`src/rtl/serial_sub4_if.sv`:
```
// Start/done request bus for the bit-serial 4-bit subtractor.
// The ovf signal is present only when SERIAL_SUB4_OVF_EN is defined.
interface serial_sub4_if;
  logic       start;
  logic [3:0] a;
  logic [3:0] b;
  logic       b_in;
  logic       busy;
  logic       done;
  logic [3:0] diff;
  logic       b_out;
`ifdef SERIAL_SUB4_OVF_EN
  logic       ovf;
`endif

  modport master (
    output start, a, b, b_in,
`ifdef SERIAL_SUB4_OVF_EN
    input  ovf,
`endif
    input  busy, done, diff, b_out
  );

  modport slave (
    input  start, a, b, b_in,
`ifdef SERIAL_SUB4_OVF_EN
    output ovf,
`endif
    output busy, done, diff, b_out
  );
endinterface

```
`src/rtl/serial_sub4.sv`:
```
// Bit-serial 4-bit subtractor: diff = a - b - b_in, one bit per clock, LSB first.
// Optional signed-overflow flag enabled by defining SERIAL_SUB4_OVF_EN.
module serial_sub4 (
  input logic          clk,
  input logic          rst,
  serial_sub4_if.slave bus
);
  localparam int unsigned W  = 4;
  localparam int unsigned CW = 2;

  typedef enum logic [1:0] {IDLE, SHIFT, DONE} state_t;

  state_t         state;
  logic [CW-1:0]  cnt;
  logic [W-1:0]   sa;
  logic [W-1:0]   sb;
  logic [W-1:0]   res;
  logic           brw;
  logic           busy;
  logic           done;
  logic [W-1:0]   diff;
  logic           b_out;
  logic           d_c;
  logic           brw_next_c;

  // Single full-subtractor cell working on the operand LSBs.
  always_comb begin
    d_c        = sa[0] ^ sb[0] ^ brw;
    brw_next_c = (~sa[0] & sb[0]) | (~(sa[0] ^ sb[0]) & brw);
  end

`ifdef SERIAL_SUB4_OVF_EN
  logic ovf;
  assign bus.ovf = ovf;
`endif

  always_ff @(posedge clk) begin
    if (rst) begin
      state <= IDLE;
      cnt   <= '0;
      sa    <= '0;
      sb    <= '0;
      res   <= '0;
      brw   <= 1'b0;
      busy  <= 1'b0;
      done  <= 1'b0;
      diff  <= '0;
      b_out <= 1'b0;
`ifdef SERIAL_SUB4_OVF_EN
      ovf   <= 1'b0;
`endif
    end else begin
      done <= 1'b0;
      case (state)
        IDLE, DONE: begin
          if (bus.start) begin
            sa    <= bus.a;
            sb    <= bus.b;
            brw   <= bus.b_in;
            cnt   <= '0;
            busy  <= 1'b1;
            state <= SHIFT;
          end else begin
            busy  <= 1'b0;
            state <= IDLE;
          end
        end
        SHIFT: begin
          res <= {d_c, res[W-1:1]};
          sa  <= {1'b0, sa[W-1:1]};
          sb  <= {1'b0, sb[W-1:1]};
          brw <= brw_next_c;
          cnt <= cnt + CW'(1);
          // Last bit: publish the result; the borrow into bit 3 is still in brw.
          if (cnt == CW'(W - 1)) begin
            diff  <= {d_c, res[W-1:1]};
            b_out <= brw_next_c;
`ifdef SERIAL_SUB4_OVF_EN
            ovf   <= brw ^ brw_next_c;
`endif
            busy  <= 1'b0;
            done  <= 1'b1;
            state <= DONE;
          end
        end
        default: begin
          busy  <= 1'b0;
          state <= IDLE;
        end
      endcase
    end
  end

  assign bus.busy  = busy;
  assign bus.done  = done;
  assign bus.diff  = diff;
  assign bus.b_out = b_out;
endmodule

```
`src/flat_wrapper.sv`:
```
// flat-port wrapper written by rule: the top's interface ports become plain ports
module serial_sub4_flat 
  (clk, rst, bus_start, bus_a, bus_b, bus_b_in, bus_busy, bus_done, bus_diff, bus_b_out);
  serial_sub4_if bus_i ();
  input logic clk;
  input logic rst;
  input wire logic [$bits(bus_i.start)-1:0] bus_start;
  input wire logic [$bits(bus_i.a)-1:0] bus_a;
  input wire logic [$bits(bus_i.b)-1:0] bus_b;
  input wire logic [$bits(bus_i.b_in)-1:0] bus_b_in;
  output wire logic [$bits(bus_i.busy)-1:0] bus_busy;
  output wire logic [$bits(bus_i.done)-1:0] bus_done;
  output wire logic [$bits(bus_i.diff)-1:0] bus_diff;
  output wire logic [$bits(bus_i.b_out)-1:0] bus_b_out;
  assign bus_i.start = bus_start;
  assign bus_i.a = bus_a;
  assign bus_i.b = bus_b;
  assign bus_i.b_in = bus_b_in;
  assign bus_busy = bus_i.busy;
  assign bus_done = bus_i.done;
  assign bus_diff = bus_i.diff;
  assign bus_b_out = bus_i.b_out;
  serial_sub4 u_core (.clk(clk), .rst(rst), .bus(bus_i));
endmodule
```
`config.mk`:
```
export PLATFORM = sky130hd
export DESIGN_NAME = serial_sub4_flat
export DESIGN_NICKNAME = d
export VERILOG_FILES = /design/src/rtl/serial_sub4_if.sv /design/src/rtl/serial_sub4.sv /design/src/flat_wrapper.sv
export SDC_FILE = /design/constraint.sdc
export NUM_CORES = 1
export LEC_CHECK = 0
export CORE_UTILIZATION = 35
export CTS_BUF_LIST = sky130_fd_sc_hd__clkbuf_16
export DETAILED_ROUTE_END_ITERATION = 10
export SYNTH_ARGS = -nofsm -noshare
export SYNTH_HDL_FRONTEND = slang
export SYNTH_SLANG_ARGS = --single-unit
```
`constraint.sdc`:
```
create_clock -name clk -period 4.4 [get_ports clk]
set_clock_uncertainty 0.2 [all_clocks]
set_input_delay 0.44 -clock clk [delete_from_list [all_inputs] [get_ports clk]]
set_output_delay 0.44 -clock clk [all_outputs]
set_load 0.01 [all_outputs]
```
==> impl_metrics.yaml <==
status:
  status: "complete, no violations"
yosys:
  async_flop_share: 0
  ys_seq_area_frac: 0.504
  synth.avg_cell_area_um2: 8.46
  ys_top_cells_by_count: "nand2_1, dfxtp_1, a21oi_1"
  yosysMostFrequentCell: "nand2_1"
  synthTopCellsByArea: "dfxtp_1, nand2_1, a21oi_1"
  synth_cells: 108
  synth_edf_count: 0
  synth_top_area_frac: 0.504
  synth_area_um2: 913
  ys_ff_latch: 23
  synth_fp_nets: 122
  yosysWarnings: 0
  ys_types: 19
  synth_top_cell_by_area: "dfxtp_1"
  synthFlopType: "dfxtp_1"
power:
  comb_power_share: 0.109
  p_per_area_mw_per_mm2: 402
  peakVddDrop_mv: 0.331
  leakagePower_uw: 0.000416
  power_frac_seq: 0.480
  p_int_uw: 365
  switching_share: 0.222
  switchingPower_uw: 104
  finalPower_uw: 470
  pwr-share-clk: 0.411
drt:
  totalWireLength_mm: 1.63
  dr.pass1.iters: 4
  viasPerCell: 4.98
  num_vias: 757
  wl_per_cell_um: 10.7
  drc_errors: 0
  antenna_left: 0
  dr.first_iter.drc_count: 8
sta:
  timing.final.crit_share: 0.419
  rsz0062_at_grt: "no"
  setup_tns_ns: 0
  period_minus_slack_ns: 1.84
  finalHoldWorstSlack_ns: 0.260
  max_freq_ghz: 0.543
  worst_slew_margin_rel: 0.449
  maxSlewViolCount: 0
  hold_viol: 0
  tightestPinTransition_ns: 0.824
  setup_violations: 0
clock_tree:
  cts_sinks: 23
  cts_root_buffer: "clkbuf_16"
  clockBufferDepth: 2
  cts.clk_slew.worst_paths_ns: 0.06
  ctsResizeCount: 0
  post_cts_buffers: 0
  htreeDepth: 1
  holdBufCountCts: 0
  cts_tree: "built"
  clk_latency_ns: 0.25
  cts_buffers: 3
floorplanning:
  initial_core_util: 0.369
  die_area_mm2: 0.00282
  core_mm2: 0.00248
  die_h_um: 53.1
  die_w_um: 53.1
  rows: 18
  io-pin-count: 19
min_path:
  hold_class: "flip-flop to flip-flop"
finish:
  nNetsFinal: 137
  area_growth_pct: 27.9
  fin_area_mm2: 0.00117
  diodes: 0
  nFillCells: 264
  layout-drive-gt1-share: 0.0410
setup_path:
  crit_type: "input port to flip-flop"
  cp.required_ns: 4.35
  arrival_ns: 1.79
  worst-path-max-fanout: 9
  cp-start-kind: "input port"
  end_kind: "flip-flop"
place:
  place_congestion: 0.653
  dp_hpwl_mm: 1.09
  dpl-instance-area_mm2: 0.00109
  portBuffers: 18
global_routing:
  grt_pass1_vias: 618
  grt_pass1_wl_mm: 2.56
  grt_max_degree: 24
  antenna_found_initial: 0
  grtUsageTotal: 0.125
  grt-ovfl-total: 0
job:
  maxCapViolCount: 0
-- worst paths after layout --
path,startpoint,endpoint,slack (ns),depth (start not counted)
worst min-delay path,u_core.bus.diff[0],u_core.bus.diff[0],0.26,2
worst max register to register,u_core.state[1],u_core.sb[1],2.79,3
worst max-delay path,bus_start,u_core.sa[0],2.56,4
worst min register to register,u_core.bus.diff[0],u_core.bus.diff[0],0.26,2
-- per-stage QoR --
step | util | setup slack [ns] | instances
floorplan | - | 3.04 | 108
global placement | 0.439 | 2.29 | 148
detailed placement | 0.439 | 2.27 | 148
CTS | 0.472 | 2.51 | 152
global route | 0.472 | 2.36 | 152
finish | 0.472 | 2.56 | 152
-- power by group through the flow --
| stage | Combinational (µW) | Sequential, µW | Clock (µW) |
|---|---|---|---|
| global route | 57.3 | 227 | 203 |
| detailed placement | 51.2 | 230 | 0 |
| finish | 51.0 | 226 | 193 |
| CTS | 51.8 | 226 | 197 |
| global placement | 50.4 | 230 | 0 |
| floorplan | 36.0 | 229 | 0 |
-- metal layers --
metal | global-route usage | up-vias | wire length (µm) | share of wire
li1 | - | 393 | - | -
met1 | 0.137 | 345 | 787 | 0.48
met2 | 0.230 | 19 | 749 | 0.46
met3 | 0.0517 | 0 | 90 | 0.055
met4 | 0.0132 | 0 | 0 | 0
met5 | 0 | - | 0 | 0
-- final cells by class --
cell class              instances  area [µm²]  area share
well taps                      30        37.5      0.0321
clock buffers                   3        75.1      0.0642
clock inverters                 1        5.00     0.00428
inverters                       2        7.51     0.00642
flip-flops and latches         23         460       0.394
multi-input cells              75         403       0.345
repair buffers                 18         180       0.154
-- logic make-up after synthesis --
kind of cell | synth area share
buffers and inverters | 0.0548
AND/OR/NAND/NOR | 0.244
AO/OA/AOI/OAI | 0.162
adder cells (fa/ha/maj) | 0.0356
flip-flops | 0.504
-- worst max-delay path, stage by stage --
cell	delay, ns
clkdlybuf4s50_1	0.49
nor2b_1	0.48
nand2_1	0.11
a311oi_1	0.27
-- state kept, by name (all words and copies together) (netlist names) --
register          flops
u_core.brw            1
u_core.cnt            2
u_core.sa             4
u_core.bus.b_out      1
u_core.bus.diff       4
u_core.sb             4
u_core.state          2
u_core.bus.busy       1
u_core.bus.done       1
u_core.res            3
-- cells in the final DEF (no fill, tap or decap) --
cell / instances
nand2b_1: 2
nand3b_1: 2
clkdlybuf4s50_1: 18
o21a_1: 1
inv_1: 2
a2bb2oi_1: 1
dfxtp_1: 23
nand2_1: 25
nor2b_1: 1
a311oi_1: 7
clkinv_2: 1
a21oi_1: 14
ha_1: 1
nand3_1: 9
nor2_1: 9
nand2b_2: 1
clkbuf_16: 3
and2b_1: 1
fa_1: 1
No activity file was read; power rests on OpenSTA's default activity.
